===== src/rtl/mem_arbiter_if.sv =====
// mem_arbiter_if: bundles the two requester ports, the response signals and
// the memory-side strobes of the memory arbiter.
//   Requester side : CPU_REQ/WE/ADDR/WDATA, IO_REQ/WE/ADDR/WDATA in,
//                    CPU_ACK, IO_ACK, RDATA, BUSY out.
//   Memory side    : MEM_EN/WE/ADDR/WDATA out, MEM_RDATA in.
// Modports: slave  = the arbiter itself,
//           master = the environment (requesters + memory) driving it.
interface mem_arbiter_if #(
    parameter int unsigned WIDTH = 16,
    parameter int unsigned AW    = 12
);
    logic             CPU_REQ;
    logic             CPU_WE;
    logic [AW-1:0]    CPU_ADDR;
    logic [WIDTH-1:0] CPU_WDATA;

    logic             IO_REQ;
    logic             IO_WE;
    logic [AW-1:0]    IO_ADDR;
    logic [WIDTH-1:0] IO_WDATA;

    logic             CPU_ACK;
    logic             IO_ACK;
    logic [WIDTH-1:0] RDATA;
    logic             BUSY;

    logic             MEM_EN;
    logic             MEM_WE;
    logic [AW-1:0]    MEM_ADDR;
    logic [WIDTH-1:0] MEM_WDATA;
    logic [WIDTH-1:0] MEM_RDATA;

    modport slave (
        input  CPU_REQ, CPU_WE, CPU_ADDR, CPU_WDATA,
        input  IO_REQ, IO_WE, IO_ADDR, IO_WDATA,
        input  MEM_RDATA,
        output CPU_ACK, IO_ACK, RDATA, BUSY,
        output MEM_EN, MEM_WE, MEM_ADDR, MEM_WDATA
    );

    modport master (
        output CPU_REQ, CPU_WE, CPU_ADDR, CPU_WDATA,
        output IO_REQ, IO_WE, IO_ADDR, IO_WDATA,
        output MEM_RDATA,
        input  CPU_ACK, IO_ACK, RDATA, BUSY,
        input  MEM_EN, MEM_WE, MEM_ADDR, MEM_WDATA
    );
endinterface


===== src/rtl/mem_arbiter.sv =====
// mem_arbiter: two-port (CPU / IO) arbiter in front of a single synchronous
// memory. Fixed 3-cycle transaction: IDLE (arbitrate + latch) -> ACCESS
// (one MEM_EN strobe) -> RESP (one ACK pulse, read data returned).
// Ports:
//   clk   - rising-edge clock
//   rst_n - asynchronous active-low reset
//   bus   - mem_arbiter_if.slave (requester ports, ACKs, RDATA, BUSY,
//           memory strobes and MEM_RDATA)
// Configuration:
//   ARB_ROUND_ROBIN_EN defined   - simultaneous requests go to the port that
//                                  did not win last (CPU first after reset).
//   ARB_ROUND_ROBIN_EN undefined - CPU always wins simultaneous requests.
// RDATA is the one output not taken straight from a flop: in the ACK cycle of
// a read it forwards MEM_RDATA (memory data is only valid in that cycle),
// otherwise it shows the held value of the last completed read.
module mem_arbiter #(
    parameter int unsigned WIDTH = 16,
    parameter int unsigned AW    = 12
) (
    input  logic         clk,
    input  logic         rst_n,
    mem_arbiter_if.slave bus
);

    typedef enum logic [1:0] {
        IDLE   = 2'd0,
        ACCESS = 2'd1,
        RESP   = 2'd2
    } state_e;

    // Latched request payload of the current winner
    typedef struct packed {
        logic             we;
        logic [AW-1:0]    addr;
        logic [WIDTH-1:0] wdata;
    } xact_t;

    state_e           state_q, state_d;
    xact_t            xact_q, xact_d;
    xact_t            cpu_xact_c, io_xact_c;
    logic             last_q, last_d;
    logic             grant_c, win_io_c, rd_resp_c;
    logic             mem_en_q, mem_en_d;
    logic             mem_we_q, mem_we_d;
    logic             cpu_ack_q, cpu_ack_d;
    logic             io_ack_q, io_ack_d;
    logic             busy_q, busy_d;
    logic [WIDTH-1:0] rdata_q, rdata_d;

    // Requester payloads in latch format
    assign cpu_xact_c = '{we: bus.CPU_WE, addr: bus.CPU_ADDR, wdata: bus.CPU_WDATA};
    assign io_xact_c  = '{we: bus.IO_WE,  addr: bus.IO_ADDR,  wdata: bus.IO_WDATA};

    // A grant happens on any request seen while idle
    assign grant_c = (state_q == IDLE) && (bus.CPU_REQ || bus.IO_REQ);

    // Arbitration: IO wins alone, or on a tie when it was not the last winner
`ifdef ARB_ROUND_ROBIN_EN
    assign win_io_c = bus.IO_REQ && (!bus.CPU_REQ || !last_q);
`else
    assign win_io_c = bus.IO_REQ && !bus.CPU_REQ;
`endif

    // Read completion cycle: memory data is valid now
    assign rd_resp_c = (state_q == RESP) && !xact_q.we;

    // State register
    always_ff @(posedge clk or negedge rst_n) begin
        if (!rst_n) begin
            state_q <= IDLE;
        end else begin
            state_q <= state_d;
        end
    end

    // Next-state logic
    always_comb begin
        state_d = state_q;
        case (state_q)
            IDLE:    if (grant_c) state_d = ACCESS;
            ACCESS:  state_d = RESP;
            RESP:    state_d = IDLE;
            default: state_d = IDLE;
        endcase
    end

    // Output / datapath next values, all taken from the upcoming state so the
    // flops line up with the state they belong to
    always_comb begin
        xact_d    = xact_q;
        last_d    = last_q;
        rdata_d   = rdata_q;
        mem_en_d  = 1'b0;
        mem_we_d  = 1'b0;
        cpu_ack_d = 1'b0;
        io_ack_d  = 1'b0;
        busy_d    = 1'b0;

        if (grant_c) begin
            xact_d = win_io_c ? io_xact_c : cpu_xact_c;
            last_d = win_io_c;
        end

        if (rd_resp_c) begin
            rdata_d = bus.MEM_RDATA;
        end

        mem_en_d  = (state_d == ACCESS);
        mem_we_d  = (state_d == ACCESS) && xact_d.we;
        // last_q already names the winner once the grant has been taken
        cpu_ack_d = (state_d == RESP) && !last_q;
        io_ack_d  = (state_d == RESP) && last_q;
        busy_d    = (state_d != IDLE);
    end

    // Datapath and output registers
    always_ff @(posedge clk or negedge rst_n) begin
        if (!rst_n) begin
            xact_q    <= '0;
            last_q    <= 1'b1;
            rdata_q   <= '0;
            mem_en_q  <= 1'b0;
            mem_we_q  <= 1'b0;
            cpu_ack_q <= 1'b0;
            io_ack_q  <= 1'b0;
            busy_q    <= 1'b0;
        end else begin
            xact_q    <= xact_d;
            last_q    <= last_d;
            rdata_q   <= rdata_d;
            mem_en_q  <= mem_en_d;
            mem_we_q  <= mem_we_d;
            cpu_ack_q <= cpu_ack_d;
            io_ack_q  <= io_ack_d;
            busy_q    <= busy_d;
        end
    end

    assign bus.MEM_EN    = mem_en_q;
    assign bus.MEM_WE    = mem_we_q;
    assign bus.MEM_ADDR  = xact_q.addr;
    assign bus.MEM_WDATA = xact_q.wdata;
    assign bus.CPU_ACK   = cpu_ack_q;
    assign bus.IO_ACK    = io_ack_q;
    assign bus.BUSY      = busy_q;
    // Forward read data in its completion cycle, hold it afterwards
    assign bus.RDATA     = rd_resp_c ? bus.MEM_RDATA : rdata_q;

endmodule


===== src/flat_wrapper.sv =====
// flat-port wrapper written by rule: the top's interface ports become plain ports
module mem_arbiter_flat 
#(
    parameter int unsigned WIDTH = 16,
    parameter int unsigned AW    = 12
)
  (clk, rst_n, bus_CPU_REQ, bus_CPU_WE, bus_CPU_ADDR, bus_CPU_WDATA, bus_IO_REQ, bus_IO_WE, bus_IO_ADDR, bus_IO_WDATA, bus_MEM_RDATA, bus_CPU_ACK, bus_IO_ACK, bus_RDATA, bus_BUSY, bus_MEM_EN, bus_MEM_WE, bus_MEM_ADDR, bus_MEM_WDATA);
  mem_arbiter_if #(.WIDTH(WIDTH), .AW(AW)) bus_i ();
  input  logic clk;
  input  logic rst_n;
  input wire logic [$bits(bus_i.CPU_REQ)-1:0] bus_CPU_REQ;
  input wire logic [$bits(bus_i.CPU_WE)-1:0] bus_CPU_WE;
  input wire logic [$bits(bus_i.CPU_ADDR)-1:0] bus_CPU_ADDR;
  input wire logic [$bits(bus_i.CPU_WDATA)-1:0] bus_CPU_WDATA;
  input wire logic [$bits(bus_i.IO_REQ)-1:0] bus_IO_REQ;
  input wire logic [$bits(bus_i.IO_WE)-1:0] bus_IO_WE;
  input wire logic [$bits(bus_i.IO_ADDR)-1:0] bus_IO_ADDR;
  input wire logic [$bits(bus_i.IO_WDATA)-1:0] bus_IO_WDATA;
  input wire logic [$bits(bus_i.MEM_RDATA)-1:0] bus_MEM_RDATA;
  output wire logic [$bits(bus_i.CPU_ACK)-1:0] bus_CPU_ACK;
  output wire logic [$bits(bus_i.IO_ACK)-1:0] bus_IO_ACK;
  output wire logic [$bits(bus_i.RDATA)-1:0] bus_RDATA;
  output wire logic [$bits(bus_i.BUSY)-1:0] bus_BUSY;
  output wire logic [$bits(bus_i.MEM_EN)-1:0] bus_MEM_EN;
  output wire logic [$bits(bus_i.MEM_WE)-1:0] bus_MEM_WE;
  output wire logic [$bits(bus_i.MEM_ADDR)-1:0] bus_MEM_ADDR;
  output wire logic [$bits(bus_i.MEM_WDATA)-1:0] bus_MEM_WDATA;
  assign bus_i.CPU_REQ = bus_CPU_REQ;
  assign bus_i.CPU_WE = bus_CPU_WE;
  assign bus_i.CPU_ADDR = bus_CPU_ADDR;
  assign bus_i.CPU_WDATA = bus_CPU_WDATA;
  assign bus_i.IO_REQ = bus_IO_REQ;
  assign bus_i.IO_WE = bus_IO_WE;
  assign bus_i.IO_ADDR = bus_IO_ADDR;
  assign bus_i.IO_WDATA = bus_IO_WDATA;
  assign bus_i.MEM_RDATA = bus_MEM_RDATA;
  assign bus_CPU_ACK = bus_i.CPU_ACK;
  assign bus_IO_ACK = bus_i.IO_ACK;
  assign bus_RDATA = bus_i.RDATA;
  assign bus_BUSY = bus_i.BUSY;
  assign bus_MEM_EN = bus_i.MEM_EN;
  assign bus_MEM_WE = bus_i.MEM_WE;
  assign bus_MEM_ADDR = bus_i.MEM_ADDR;
  assign bus_MEM_WDATA = bus_i.MEM_WDATA;
  mem_arbiter #(.WIDTH(WIDTH), .AW(AW)) u_core (.clk(clk), .rst_n(rst_n), .bus(bus_i));
endmodule

===== config.mk =====
export PLATFORM = sky130hd
export DESIGN_NAME = mem_arbiter_flat
export DESIGN_NICKNAME = d
export VERILOG_FILES = /design/src/rtl/mem_arbiter_if.sv /design/src/rtl/mem_arbiter.sv /design/src/flat_wrapper.sv
export SDC_FILE = /design/constraint.sdc
export NUM_CORES = 1
export LEC_CHECK = 0
export ABC_AREA = 1
export CORE_AREA = 5 5 87 89
export DETAILED_ROUTE_END_ITERATION = 10
export DIE_AREA = 0 0 92 94
export PLACE_DENSITY_LB_ADDON = 0.15
export SLEW_MARGIN = 20
export SYNTH_ARGS = -nofsm -noshare
export SYNTH_HDL_FRONTEND = slang
export SYNTH_SLANG_ARGS = --single-unit

===== constraint.sdc =====
create_clock -name clk -period 1.6 [get_ports clk]
set_input_delay 0.48 -clock clk [delete_from_list [all_inputs] [get_ports clk]]
set_output_delay 0.48 -clock clk [all_outputs]
set_load 0.01 [all_outputs]

**After elaboration in Yosys (flattened, before gate mapping)**

Index checks and enable logic that the tools add are counted.

- Register bits: 53
- Output and inout bits: 49
- Word-level logic and storage cells: 32

- Equality and inequality tests: 4
- Mux-type cells: 5
- Reduce and logical (&&, ||, !) cells: 12

Operators by type and width:

| kind | number |
|---|---|
| 29-bit two-way mux | 2 |
| 16-bit two-way mux | 1 |
| 1-bit logical AND | 6 |
| 2-bit by 1-bit == test with 1-bit output, second input constant | 2 |
| 2-bit == test, second input constant | 2 |
| 2-bit one-hot mux with 2 select lines | 1 |
| 1-bit zero test | 3 |
| 2-bit zero test | 1 |
| 2-bit two-way mux | 1 |
| 2-bit nonzero test | 1 |
| 1-bit logical OR | 1 |

**Logic depth before layout (Yosys ltp)**

Gate-level depths: netlist of run 1.

- Depth after elaboration: 6
- Gate-level depth with buffers: 8
- Depth with buffers taken out: 6

**Worst setup path after synthesis of run 1**

No wires, ideal clock.

- Path kind: flip-flop to output port
- Start point: register u_core.xact_q[28] (netlist name)
- End point: output bus_RDATA[10]
- Arrival time: 0.982 ns
- Slack: 0.138 ns
- Cell stages (with the launch flop): 6
- Cells stage by stage: dfrtp_1 > nor2_4 > nand2_2 > buf_2 > nand2_1 > nand2_1

- Word-level cells in the longest chain between the ends: 3

Ends and longest elaborated chain:

| what | line | text |
|---|---|---|
| from (decl) | mem_arbiter.sv:39 | `xact_t xact_q, xact_d;` |
| from (signal assigned) | mem_arbiter.sv:128 | `xact_q <= xact_d;` |
| 1-bit zero test | mem_arbiter.sv:65 | `assign rd_resp_c = (state_q == RESP) && !xact_q.we;` |
| 1-bit logical AND | mem_arbiter.sv:65 |  |
| 16-bit two-way mux | mem_arbiter.sv:147 | `assign bus.RDATA = rd_resp_c ? bus.MEM_RDATA : rdata_q;` |
| to (decl) | flat_wrapper.sv:22 | `output wire logic [$bits(bus_i.RDATA)-1:0] bus_RDATA;` |

Every way passes these cells.

**Final worst setup path of run 1**

- Start point: register u_core.xact_q[28] (netlist name)
- End point: output bus_RDATA[11]

The elaborated chain is that of the path after synthesis.

==> results of run 1 <==
[final cells by class]
| class | instances | area (µm²) | share of cell area, % |
|---|---|---|---|
| Multi-Input combinational cell | 238 | 1070 | 25.7 |
| Tap cell | 80 | 100 | 2.40 |
| Timing Repair Buffer | 166 | 1540 | 37.0 |
| Inverter | 6 | 25.0 | 0.601 |
| Clock inverter | 1 | 5.00 | 0.120 |
| Clock buffer | 7 | 96.3 | 2.31 |
| Sequential cell | 53 | 1330 | 31.9 |
[cells in the final DEF (no fill, tap or decap), types with 4 or more instances in the layout]
master / synthesis / final
buf_2: 12 / 10
clkbuf_8: 0 / 7
dlygate4sd2_1: 0 / 33
nor2_1: 5 / 5
buf_4: 32 / 33
nand2_1: 181 / 154
dfrtp_1: 52 / 52
nand3_1: 46 / 45
clkdlybuf4s50_1: 0 / 76
buf_12: 0 / 4
buf_6: 1 / 10
nand2_2: 1 / 27
[sequential cells by signal, summed over array words and instances, names as in the netlist]
signal / cells
u_core.bus.BUSY: 1
u_core.bus.CPU_ACK: 1
u_core.bus.IO_ACK: 1
u_core.bus.MEM_ADDR: 12
u_core.bus.MEM_EN: 1
u_core.bus.MEM_WDATA: 16
u_core.bus.MEM_WE: 1
u_core.last_q: 1
u_core.rdata_q: 16
u_core.state_q: 2
u_core.xact_q: 1
[power groups by stage]
stage          clock network [µW]  registers, µW  logic, µW
2_1_floorplan                   0           2240       1940
3_3_place_gp                    0           2250       3720
3_5_place_dp                    0           2260       3770
4_1_cts                       857           2250       3600
5_1_grt                       899           2340       4160
6_report                      819           2260       3760
[kinds of logic after synthesis]
family	Yosys count	share of synthesized area, %
DFF	53	50.5
buffers and inverters	53	13.0
and+or+nand+nor	235	36.2
AOI/OAI and AO/OA	2	0.380
[worst min path at each step]
stage	startpoint	cells past startpoint	slack (ps)	to
after global routing	rst_n	2	170	u_core.rdata_q[6]$_DFF_PN0_
after CTS	rst_n	2	160	u_core.rdata_q[6]$_DFF_PN0_
after detailed placement	u_core.rdata_q[1]$_DFF_PN0_	2	460	u_core.rdata_q[1]$_DFF_PN0_
after floorplan	rst_n	0	180	u_core.bus.BUSY$_DFF_PN0_
final	rst_n	2	150	u_core.rdata_q[6]$_DFF_PN0_
after global placement	u_core.rdata_q[15]$_DFF_PN0_	2	450	u_core.rdata_q[15]$_DFF_PN0_
[worst max-delay path, stage by stage, from the launching register on]
cell	delay (ps)
dfrtp_1	410
nor2_4	180
buf_6	160
nand2_8	90
nand2_1	80
nand2_1	60
buf_2	140
[per-layer routing]
metal / vias up / wire length, µm
met3: 7 / 599
met4: 0 / 99
met1: 1152 / 3140
met5: - / 0
li1: 1288 / -
met2: 92 / 3270
[per-stage QoR]
stage,setup slack [ps],TNS [ps],power [µW],util [%],cells
finish,-295,-4440,6840,62.4,551
global route,-408,-6220,7400,62.4,551
CTS,-313,-4830,6710,61.0,548
detailed placement,-560,-12950,6040,59.3,534
global placement,-529,-11930,5970,59.3,534
floorplan,138,0,4180,-,343
[timing repair]
item                                    CTS  global route
cloned                                    1             0
hold endpoints to repair                  0             0
setup buffers                             5             3
gates resized for setup                 118            21
pin swaps                                 6             4
endpoints found under the setup margin   49            16
==> impl_metrics.json, run 1 <==
{
  "ys_types": 16,
  "drv_slew": 0,
  "cp-start-kind": "flop",
  "whs_ps": 150,
  "setup_viol": 16,
  "leakagePower_uw": 0.00222,
  "critPathKind": "reg -> out",
  "p_int_uw": 4240,
  "cts-root-buf": "clkbuf_8",
  "nFillCells": 651,
  "clkPwrFrac_pct": 12.0,
  "met1_usage_pct": 21.8,
  "ys_seq_elements": 53,
  "antenna_cells": 0,
  "maxSlewHeadroom_pct": 79.0,
  "grt_max_degree": 54,
  "worst_slew_pin_slew_ps": 315,
  "crit_end": "bus_RDATA[11]",
  "grt_pass1_vias": 2501,
  "busiest_layer": "met2",
  "gr-total-overflow": 0,
  "via_count": 2539,
  "nets": 548,
  "violations": "negative setup slack",
  "p_seq_share_pct": 33.1,
  "gp_congestion": 0.796,
  "rsz0062_at_grt": "yes",
  "die_h_um": 94,
  "hold_path_class": "in -> async",
  "cts_sinks": 53,
  "yosysTopAreaCell": "dfrtp_1",
  "p_comb_share_pct": 54.9,
  "ys.flop_type": "dfrtp_1",
  "routed_via_density": 4.61,
  "cts_max_path_buffers": 2,
  "grt_pass1_wl_um": 12000,
  "p_switching_uw": 2600,
  "syn_to_final_growth_pct": 58.3,
  "drtAntennaViolNets": 0,
  "hold_violations": 0,
  "post-route-period-util_pct": 118,
  "swShare_pct": 38.0,
  "grt_antenna_before_repair": 0,
  "yosysWarnings": 0,
  "r2r_cells": 7,
  "ioPinCount": 127,
  "synth_area_leaders": "dfrtp_1 (49%), nand2_1 (26%), buf_4 (9.1%), nand3_1 (8.7%), buf_2 (2.3%)",
  "htree_num_levels": 2,
  "use_met2_pct": 28.2,
  "worst_slack_ps": -295,
  "cts_tree": "yes",
  "synth_edf_count": 0,
  "synth_seq_area_share_pct": 50.5,
  "die_w_um": 92,
  "io_buffers": 126,
  "synth_most_common_cell": "nand2_1",
  "wl_per_cell_um": 12.9,
  "initial_core_util_pct": 39.4,
  "synth_cells": 343,
  "syn_area_per_cell_um2": 7.67,
  "status": "complete, but fails checks",
  "row_count": 30,
  "path_max_fanout": 8,
  "r2r_end": "u_core.bus.MEM_WDATA[8]$_DFFE_PN0N_",
  "insertion_delay_ps": 310,
  "placed_cell_area_um2": 3960,
  "synth_area_um2": 2630,
  "cp-startpoint": "u_core.xact_q[28]$_DFF_PN0_",
  "drc": 0,
  "yosysTopAreaCellShare_pct": 49.5,
  "cp.arrival_ps": 1410,
  "core_um2": 6680,
  "first_pass_iters": 4,
  "ir_drop_mv": 0.793,
  "drive_gt1_share_pct": 21.9,
  "met3_usage_pct": 5.21,
  "syn_nets": 421,
  "synth_commonest_cells": "nand2_1 (181), dfrtp_1 (52), nand3_1 (46)",
  "routed_wl_um": 7110,
  "maxCapViolations": 0,
  "grtUsageTotal_pct": 17.2,
  "max_freq_mhz": 528,
  "hpwlAfterDp_um": 5120,
  "fin_worst_skew_ps": 10.2,
  "drtIter0Drc": 53,
  "path_clk_slew_ps": 100,
  "end_kind": "primary output",
  "ctsHoldBuffers": 0,
  "r2r-start": "u_core.state_q[0]$_DFF_PN0_",
  "rrSetupSlack_ps": 190,
  "async_flop_share_pct": 100,
  "numCtsBuffers": 5,
  "critPathRequiredTime_ps": 1120,
  "layout_min_cycle_time_ps": 1890,
  "dieArea_um2": 8650,
  "fin_area_um2": 4170,
  "power_density_nw_per_um2": 1640
}
Power figures use the tool's default switching activity.
==> run 2, diff against run 1 <==
--- a/config.mk
+++ b/config.mk
@@ -6,9 +6,9 @@
 export NUM_CORES = 1
 export LEC_CHECK = 0
 export ABC_AREA = 1
-export CORE_AREA = 5 5 87 89
+export CORE_AREA = 2 2 84 86
 export DETAILED_ROUTE_END_ITERATION = 10
-export DIE_AREA = 0 0 92 94
+export DIE_AREA = 0 0 86 88
 export PLACE_DENSITY_LB_ADDON = 0.15
 export SLEW_MARGIN = 20
 export SYNTH_ARGS = -nofsm -noshare
==> impl_metrics.json, run 2 (synthesis gave the netlist of run 1 again) <==
{
  "path_common_cell": "nand2_1",
  "dp_slack_ps": -559,
  "grt_max_degree": 23,
  "multi_input_area_um2": 1060,
  "rrSetupSlack_ps": 100,
  "seq_area_um2": 1330,
  "grt_pass1_wl_um": 10800,
  "critPathMaxStageDelay_ps": 410,
  "p_comb_share_pct": 56.3,
  "row_count": 30,
  "die_h_um": 88,
  "drc": 0,
  "status": "complete, but fails checks",
  "max_freq_mhz": 540,
  "core_um2": 6640,
  "wl_per_cell_um": 12.2,
  "numCtsBuffers": 5,
  "worst_slew_pin_slew_ps": 431,
  "grtUsageTotal_pct": 18.1,
  "drv_slew": 0,
  "maxSlewHeadroom_pct": 71.2,
  "p_seq_share_pct": 33.4,
  "die_w_um": 86,
  "nets": 554,
  "p_switching_uw": 2540,
  "gr-total-overflow": 0,
  "worst_slack_ps": -251,
  "routed_via_density": 4.51,
  "gp_congestion": 0.737,
  "power_density_nw_per_um2": 1620,
  "maxCapViolations": 0,
  "met1_usage_pct": 23.0,
  "final_common_cell": "nand2_1",
  "fin_worst_skew_ps": 7.83,
  "clkPwrFrac_pct": 10.3,
  "critPathKind": "reg -> out",
  "grt_antenna_before_repair": 0,
  "cp-start-kind": "flop",
  "ioPinCount": 127,
  "routed_wl_um": 6780,
  "busiest_layer": "met2",
  "cts_sinks": 53,
  "layout_common_cells": "nand2_1 (162), clkdlybuf4s50_1 (76), dfrtp_1 (52)",
  "fin_setup_tns_ps": -3760,
  "cts_tree": "yes",
  "leakagePower_uw": 0.00224,
  "met3_usage_pct": 5.09,
  "syn_to_final_growth_pct": 58.9,
  "cts-root-buf": "clkbuf_8",
  "hold_violations": 0,
  "drive_gt1_share_pct": 21.2,
  "initial_core_util_pct": 39.6,
  "ir_drop_mv": 0.579,
  "r2r_cells": 9,
  "io_buffers": 126,
  "antenna_cells": 0,
  "p_int_uw": 4220,
  "nFillCells": 606,
  "cp.arrival_ps": 1370,
  "r2r_end": "u_core.rdata_q[10]$_DFF_PN0_",
  "hold_path_class": "in -> async",
  "cts_max_path_buffers": 2,
  "r2r-start": "u_core.xact_q[28]$_DFF_PN0_",
  "path_clk_slew_ps": 90,
  "first_pass_iters": 4,
  "insertion_delay_ps": 290,
  "end_kind": "primary output",
  "grt_pass1_vias": 2351,
  "critPathRequiredTime_ps": 1120,
  "htree_num_levels": 2,
  "use_met2_pct": 30.8,
  "path_max_fanout": 8,
  "dieArea_um2": 7570,
  "drtIter0Drc": 105,
  "setup_viol": 16,
  "cp_slowest_cell": "dfrtp_1",
  "drtAntennaViolNets": 0,
  "path_cells": "nor2_4 -> buf_6 -> nand2_8 -> nand2_1 -> nand2_1 -> buf_2",
  "violations": "negative setup slack",
  "layout_min_cycle_time_ps": 1850,
  "post-route-period-util_pct": 116,
  "via_count": 2513,
  "hpwlAfterDp_um": 5060,
  "rsz0062_at_grt": "yes",
  "swShare_pct": 37.6
}
## run 2: metal layers
layer	share of wire, %	vias to the layer above
met5	0	-
met4	0.44	0
met1	44	1135
met3	7.9	2
met2	48	81
li1	-	1295
## run 2: worst max-delay path: cells and delay by family, from the launching register on
family        cells  cell delay [ps]
flops             1              410
buf+inv           2              280
simple gates      4              380
## run 2: worst max-delay path by stage
stage	endpoint	slack [ps]	depth (start not counted)	start
2_1_floorplan	bus_RDATA[10]	140	5	u_core.xact_q[28]$_DFF_PN0_
3_3_place_gp	bus_RDATA[15]	-540	4	bus_MEM_RDATA[15]
3_5_place_dp	bus_RDATA[15]	-560	4	bus_MEM_RDATA[15]
4_1_cts	bus_RDATA[1]	-260	7	u_core.state_q[1]$_DFF_PN0_
5_1_grt	bus_RDATA[3]	-350	6	u_core.xact_q[28]$_DFF_PN0_
6_report	bus_RDATA[3]	-250	6	u_core.xact_q[28]$_DFF_PN0_
## run 2: layout make-up
class,count,area share [%]
multi-input combinational,238,25.3
clock inverter,2,0.239
sequential,53,31.7
clock buffer,6,1.74
tap,80,2.39
inverter,6,0.598
timing repair buffer,172,38.0
## run 2: what timing repair did
item,CTS,global route
pin swaps,9,9
endpoints found under the setup margin,49,17
cloned,1,0
setup buffers,14,3
hold buffers,0,0
gates resized for setup,104,29
## run 2: metrics by stage
stage	instances	hold WS [ps]	total power, µW	util, %	cell area [µm²]
floorplan	343	184	4180	-	2630
global placement	533	450	5970	59.9	3980
detailed placement	533	453	6020	59.9	3980
CTS	555	118	6500	61.2	4060
global route	557	130	7330	62.9	4180
finish	557	113	6770	62.9	4180
## run 2: power by group through the flow
| stage | Combinational, µW | Clock, µW | Sequential (µW) |
|---|---|---|---|
| 6_report | 3810 | 698 | 2260 |
| 3_3_place_gp | 3720 | 0 | 2250 |
| 2_1_floorplan | 1940 | 0 | 2240 |
| 5_1_grt | 4210 | 793 | 2330 |
| 4_1_cts | 3540 | 735 | 2230 |
| 3_5_place_dp | 3750 | 0 | 2260 |
